===== src/rtl/led_shift_driver.sv =====
// Serial driver for chained 595-class LED shift/latch ICs: valid/ready frame in,
// sdata/sclk out at a divided rate, then a latch pulse. Optional PWM dimming via LED_DRV_PWM_EN.
module led_shift_driver #(
  parameter int DATA_W    = 16,
  parameter int CLK_DIV   = 4,
  parameter int LATCH_CYC = 2,
  parameter int MSB_FIRST = 1,
  parameter int BYTE_SWAP = 1
) (
  input  logic              clk,
  input  logic              rst_n,
  input  logic [DATA_W-1:0] in_data,
  input  logic              in_valid,
  output logic              in_ready,
  output logic              sclk,
  output logic              sdata,
  output logic              latch,
  output logic              busy,
  output logic              oe_n
`ifdef LED_DRV_PWM_EN
  ,
  input  logic [7:0]        bright
`endif
);

  localparam int DIV_W = $clog2(CLK_DIV + 1);
  localparam int BIT_W = $clog2(DATA_W + 1);
  localparam int LAT_W = $clog2(LATCH_CYC + 1);

  typedef enum logic [1:0] {
    S_IDLE  = 2'd0,
    S_SHIFT = 2'd1,
    S_LATCH = 2'd2
  } state_t;

  state_t             r_state;
  state_t             w_state_nxt;
  logic [DATA_W-1:0]  r_shift;
  logic [DIV_W-1:0]   r_div;
  logic [BIT_W-1:0]   r_bit_cnt;
  logic [LAT_W-1:0]   r_lat_cnt;
  logic               r_sclk;
  logic               r_sdata;
  logic               r_latch;
  logic               r_busy;
  logic               r_in_ready;
  logic               r_oe_n;

  logic [DATA_W-1:0]  w_cap;
  logic [DATA_W-1:0]  w_shift_nxt;
  logic               w_first_bit;
  logic               w_next_bit;
  logic               w_accept;
  logic               w_div_wrap;
  logic               w_rise;
  logic               w_fall;
  logic               w_last_fall;
  logic               w_lat_done;

  // Byte order is reversed at capture so the shifter itself never cares about it.
  if (BYTE_SWAP != 0 && (DATA_W % 8) == 0) begin : g_swap
    for (genvar b = 0; b < DATA_W / 8; b++) begin : g_byte
      assign w_cap[8*b +: 8] = in_data[DATA_W-8-8*b +: 8];
    end
  end else begin : g_noswap
    assign w_cap = in_data;
  end

  assign w_shift_nxt = (MSB_FIRST != 0) ? (r_shift << 1) : (r_shift >> 1);
  assign w_first_bit = (MSB_FIRST != 0) ? w_cap[DATA_W-1] : w_cap[0];
  assign w_next_bit  = (MSB_FIRST != 0) ? w_shift_nxt[DATA_W-1] : w_shift_nxt[0];

  assign w_accept    = (r_state == S_IDLE) && r_in_ready && in_valid;
  assign w_div_wrap  = (r_state == S_SHIFT) && (r_div == DIV_W'(CLK_DIV - 1));
  assign w_rise      = w_div_wrap && !r_sclk;
  assign w_fall      = w_div_wrap && r_sclk;
  assign w_last_fall = w_fall && (r_bit_cnt == BIT_W'(DATA_W));
  assign w_lat_done  = (r_state == S_LATCH) && (r_lat_cnt == LAT_W'(LATCH_CYC));

  // NOTE: every path assigns the default first, so no latch is inferred.
  always_comb begin
    w_state_nxt = r_state;
    unique case (r_state)
      S_IDLE:  if (w_accept)    w_state_nxt = S_SHIFT;
      S_SHIFT: if (w_last_fall) w_state_nxt = S_LATCH;
      S_LATCH: if (w_lat_done)  w_state_nxt = S_IDLE;
      default:                  w_state_nxt = S_IDLE;
    endcase
  end

  // NOTE: sequential state uses non-blocking assignments only.
  always_ff @(posedge clk or negedge rst_n) begin
    if (!rst_n) r_state <= S_IDLE;
    else        r_state <= w_state_nxt;
  end

  always_ff @(posedge clk or negedge rst_n) begin
    if (!rst_n) begin
      r_shift    <= '0;
      r_div      <= '0;
      r_bit_cnt  <= '0;
      r_lat_cnt  <= '0;
      r_sclk     <= 1'b0;
      r_sdata    <= 1'b0;
      r_latch    <= 1'b0;
      r_busy     <= 1'b0;
      r_in_ready <= 1'b0;
    end else begin
      r_in_ready <= (w_state_nxt == S_IDLE);
      r_busy     <= (w_state_nxt != S_IDLE);
      r_latch    <= 1'b0;
      unique case (r_state)
        S_IDLE: begin
          if (w_accept) begin
            r_shift   <= w_cap;
            r_sdata   <= w_first_bit;
            r_div     <= '0;
            r_bit_cnt <= '0;
            r_lat_cnt <= '0;
            r_sclk    <= 1'b0;
          end
        end
        S_SHIFT: begin
          if (w_div_wrap) begin
            r_div  <= '0;
            r_sclk <= !r_sclk;
          end else begin
            r_div  <= r_div + DIV_W'(1);
          end
          if (w_rise) r_bit_cnt <= r_bit_cnt + BIT_W'(1);
          // The last falling edge leaves sdata on the final bit through LATCH.
          if (w_fall && !w_last_fall) begin
            r_shift <= w_shift_nxt;
            r_sdata <= w_next_bit;
          end
        end
        S_LATCH: begin
          // First LATCH cycle keeps latch low as setup after the final sclk fall.
          if (!w_lat_done) begin
            r_lat_cnt <= r_lat_cnt + LAT_W'(1);
            r_latch   <= 1'b1;
          end
        end
        default: ;
      endcase
    end
  end

`ifdef LED_DRV_PWM_EN
  logic [7:0] r_pwm_cnt;
  logic [7:0] r_bright_q;

  always_ff @(posedge clk or negedge rst_n) begin
    if (!rst_n) begin
      r_pwm_cnt  <= 8'd0;
      r_bright_q <= 8'd0;
      r_oe_n     <= 1'b1;
    end else begin
      r_pwm_cnt <= r_pwm_cnt + 8'd1;
      if (w_lat_done) r_bright_q <= bright;
      r_oe_n    <= !(r_pwm_cnt < r_bright_q);
    end
  end
`else
  // Outputs stay disabled until the chain holds a fully latched frame.
  always_ff @(posedge clk or negedge rst_n) begin
    if (!rst_n)          r_oe_n <= 1'b1;
    else if (w_lat_done) r_oe_n <= 1'b0;
  end
`endif

  assign in_ready = r_in_ready;
  assign sclk     = r_sclk;
  assign sdata    = r_sdata;
  assign latch    = r_latch;
  assign busy     = r_busy;
  assign oe_n     = r_oe_n;

endmodule


===== config.mk =====
export PLATFORM = sky130hd
export DESIGN_NAME = led_shift_driver
export DESIGN_NICKNAME = d
export VERILOG_FILES = /design/src/rtl/led_shift_driver.sv
export SDC_FILE = /design/constraint.sdc
export NUM_CORES = 1
export LEC_CHECK = 0
export BUFFER_PORTS_ARGS = -buffer_cell sky130_fd_sc_hd__buf_2
export CORE_MARGIN = 2
export CORE_UTILIZATION = 50
export DETAILED_ROUTE_END_ITERATION = 16
export PLACE_DENSITY = 0.72
export RECOVER_POWER = 25
export SYNTH_ARGS = -nofsm -noshare
export SYNTH_HDL_FRONTEND = slang
export SYNTH_SLANG_ARGS = --single-unit
export TNS_END_PERCENT = 10

===== constraint.sdc =====
create_clock -name clk -period 1.5 [get_ports clk]
set_input_delay 0.075 -clock clk [delete_from_list [all_inputs] [get_ports clk]]
set_output_delay 0.075 -clock clk [all_outputs]
set_load 0.02 [all_outputs]

==> summary.md <==
| Metric | Value |
|---|---|
| Mapped Nets | 158 |
| Worst Path Max Fanout | 6 |
| Failing checks | negative setup slack |
| Fin crit share | 108% |
| Reg clk slew, reported paths | 100 ps |
| Sequential fraction of the synthesis area | 49.4% |
| Synth async-reset ratio | 100% |
| Final-stage net count | 205 |
| Worst R2R Path Depth | 4 |
| Longest Clk Path Bufs | 2 |
| Simple-gate share of the synthesized area | 19.6% |
| Pwr dens | 1760 nW/um^2 |
| Gp weighted congestion | 0.847 |
| EDFF count, synth | 0 |
| Reg-to-Reg End | r_bit_cnt[3] |
| I/O pins | 25 |
| Ys Warns | 0 |
| VDD IR max | 0.964 mV |
| WS Path Type | reg2reg |
| Fin. Hold Viols | 0 |
| RSZ-0062 raised after global routing | true |
| Worst setup path startpoint | r_div[1] |
| Rel. slew slack | 46.0% |
| Worst-Skew Late Latency | 350 ps |
| Xor and xnor area share after synthesis | 0% |
| Die width | 61.9 um |
| Gr usage total | 19.4% |
| Syn avg cell area | 12.4 um^2 |
| Reg2reg setup slack | -130 ps |
| Worst Path Arrival | 1900 ps |
| Post-Layout Cell Count | 229 |
| Static Leakage | 0.935 nW |
| Synth cell types | 37 |
| Die area | 3830 um^2 |
| Share of cells above drive strength 1 | 47.0% |
| Synthesis-to-layout area growth | 31.2% |
| Startpoint Class | flip-flop |
| Starting Density | 51.0% |
| Adder-cell area share of the yosys netlist | 2.99% |
| Mux share of post-synthesis cell area | 1.79% |
| Max Slew Vio Count | 0 |
| Class of the worst hold path | in2reg |
| DRC | 0 |
| Root Buffer | clkbuf_4 |
| Critical Path RT | 1780 ps |
| Area of the core | 3280 um^2 |
| Final setup violation count | 19 |
| TritonCTS clock tree | done |
| Worst Setup EP | r_bit_cnt[3] |
| TritonCTS Buffers | 5 |
| Crit path time final | 1630 ps |
| Largest net degree at the start of global routing | 34 |
| Reg-to-reg startpoint | r_div[1] |
| Global route overflow | 0 |
| Dpl cells | 216 |
| Initial antenna violation count | 0 |
| Die height | 61.9 um |
| Cell area after synthesis | 1680 um^2 |
| Antenna cells | 0 |
| Main synth FF type | dfrtp_1 |
| Max H-tree Level | 2 |
| Post-synthesis compound-gate area fraction | 21.2% |
| Total number of vias | 1252 |
| CTS Sinks | 33 |
| Worst Tran Pin Value | 810 ps |
| Post-route setup slack | -126 ps |
| Clock Skew | 5.28 ps |
| Max-cap violations | 0 |
| Filler cells | 256 |
| Cell row count | 21 |
| Number of DRC markers after the initial detailed-route iteration | 75 |
| Synth Register Bits | 33 |
| Vias in the first global route | 1112 |
| Hold Slack | 27.0 ps |
| Detailed Routing Iterations Pass 1 | 4 |
| Vias per cell | 5.47 |
| IO Port Bufs | 24 |
| Status | finished, violations left |
| Hpwl dp | 2350 um |
| Crit end category | flip-flop |
| Post-synthesis cell count | 135 |
| DP Worst Slack | -137 ps |
| Total Wirelength | 3580 um |
| Avg WL per Cell | 15.6 um |
| Max Clk Rate | 615 MHz |
| First-pass GRT wire length | 5220 um |
| Remaining antenna violation count after routing | 0 |
| Main combinational cell family by area after synthesis | compound AO/OA/AOI/OAI gates |
[placed cells by master (no fill, tap or decap), types with 2 or more instances in the layout]
cell type  Yosys  final
a2111oi_4      2      2
a31oi_1        2      2
buf_12         0      2
buf_2          2     24
buf_4          0     19
clkbuf_4       0      5
dfrtp_1       32     31
ha_1           4      2
inv_1          7      6
mux2i_1        3      3
nand2_1        7      6
nand2b_1      18     18
nand3_1        5      5
nand4bb_1      3      3
o21ai_0        8      8
o221a_2       15      5
o221a_4        0     10
or3b_4         1      2
[cell usage after synthesis, types with 2 or more instances]
library cell | n | area, um^2
a2111oi_4 | 2 | 55.1
a31oi_1 | 2 | 12.5
buf_2 | 2 | 10.0
buf_6 | 4 | 45.0
dfrtp_1 | 32 | 801
ha_1 | 4 | 50.1
inv_1 | 7 | 26.3
mux2i_1 | 3 | 30.0
nand2_1 | 7 | 26.3
nand2b_1 | 18 | 113
nand3_1 | 5 | 25.0
nand4bb_1 | 3 | 33.8
o21ai_0 | 8 | 40.0
o221a_2 | 15 | 169
[power by group]
group	internal (W)	switching [W]	leakage, nW
Sequential	0.00123	0.000288	0.387
Combinational	0.000951	0.000710	0.502
Clock	0.000398	0.000302	0.0455
[critical path, stage by stage (launching register included)]
cell and delay [ps]:
dfrtp_1 400, ha_4 180, or3b_4 430, a2111oi_4 340
mux2i_1 210
[state kept, by name (all words and copies together) (netlist names), 2 cells and up]
signal / count
r_shift: 15
r_bit_cnt: 5
r_div: 3
r_lat_cnt: 2
r_state: 2
[worst min-delay path by stage]
stage / from / to / depth (start not counted)
floorplan: rst_n / busy / 0
global placement: rst_n / r_shift[3] / 2
detailed placement: rst_n / r_shift[4] / 2
CTS: in_data[8] / r_shift[0] / 3
global route: in_data[8] / r_shift[0] / 3
finish: in_data[8] / r_shift[0] / 3
[cell type report]
cell class	count	area, um^2	share of cell area, %
flip-flops and latches	33	828	37.7
clock inverters	1	30.0	1.37
inverters	7	26.3	1.20
clock buffers	7	55.1	2.50
multi-input cells	88	883	40.2
repair buffers	47	318	14.5
well taps	46	57.6	2.62
[cells by family (layout without fill, tap and decap cells)]
logic type | after synthesis | count (layout)
simple gates | 46 | 46
compound gates | 35 | 35
flops | 33 | 33
buf+inv | 14 | 62
fa+ha+maj | 4 | 4
mux | 3 | 3
[timing repair]
| action | CTS | global route |
|---|---|---|
| hold buffers | 1 | 0 |
| endpoints found under the setup margin | 19 | 23 |
| resized for setup | 4 | 13 |
| pin swaps | 1 | 1 |
| buffers inserted | 2 | 2 |
| hold endpoints to repair | 32 | 0 |
[per-layer routing]
layer / vias up / GRT usage (%) / part of all wire (%)
li1: 598 / - / -
met1: 623 / 24.1 / 44
met2: 26 / 31.1 / 51
met3: 5 / 4.97 / 3.5
met4: 0 / 10.0 / 1.6
met5: - / 0 / 0
[metrics by stage]
stage / TNS [ps] / total power [W] / instance area (um^2) / util [%]
3_3_place_gp: -139 / 0.00276 / 1960 / 59.6
3_5_place_dp: -465 / 0.00283 / 1960 / 59.6
2_1_floorplan: -74.8 / 0.00235 / 1680 / -
6_report: -814 / 0.00387 / 2200 / 66.9
4_1_cts: -437 / 0.00363 / 2090 / 63.6
5_1_grt: -1880 / 0.00411 / 2200 / 66.9
(Power assumes the default switching activity.)
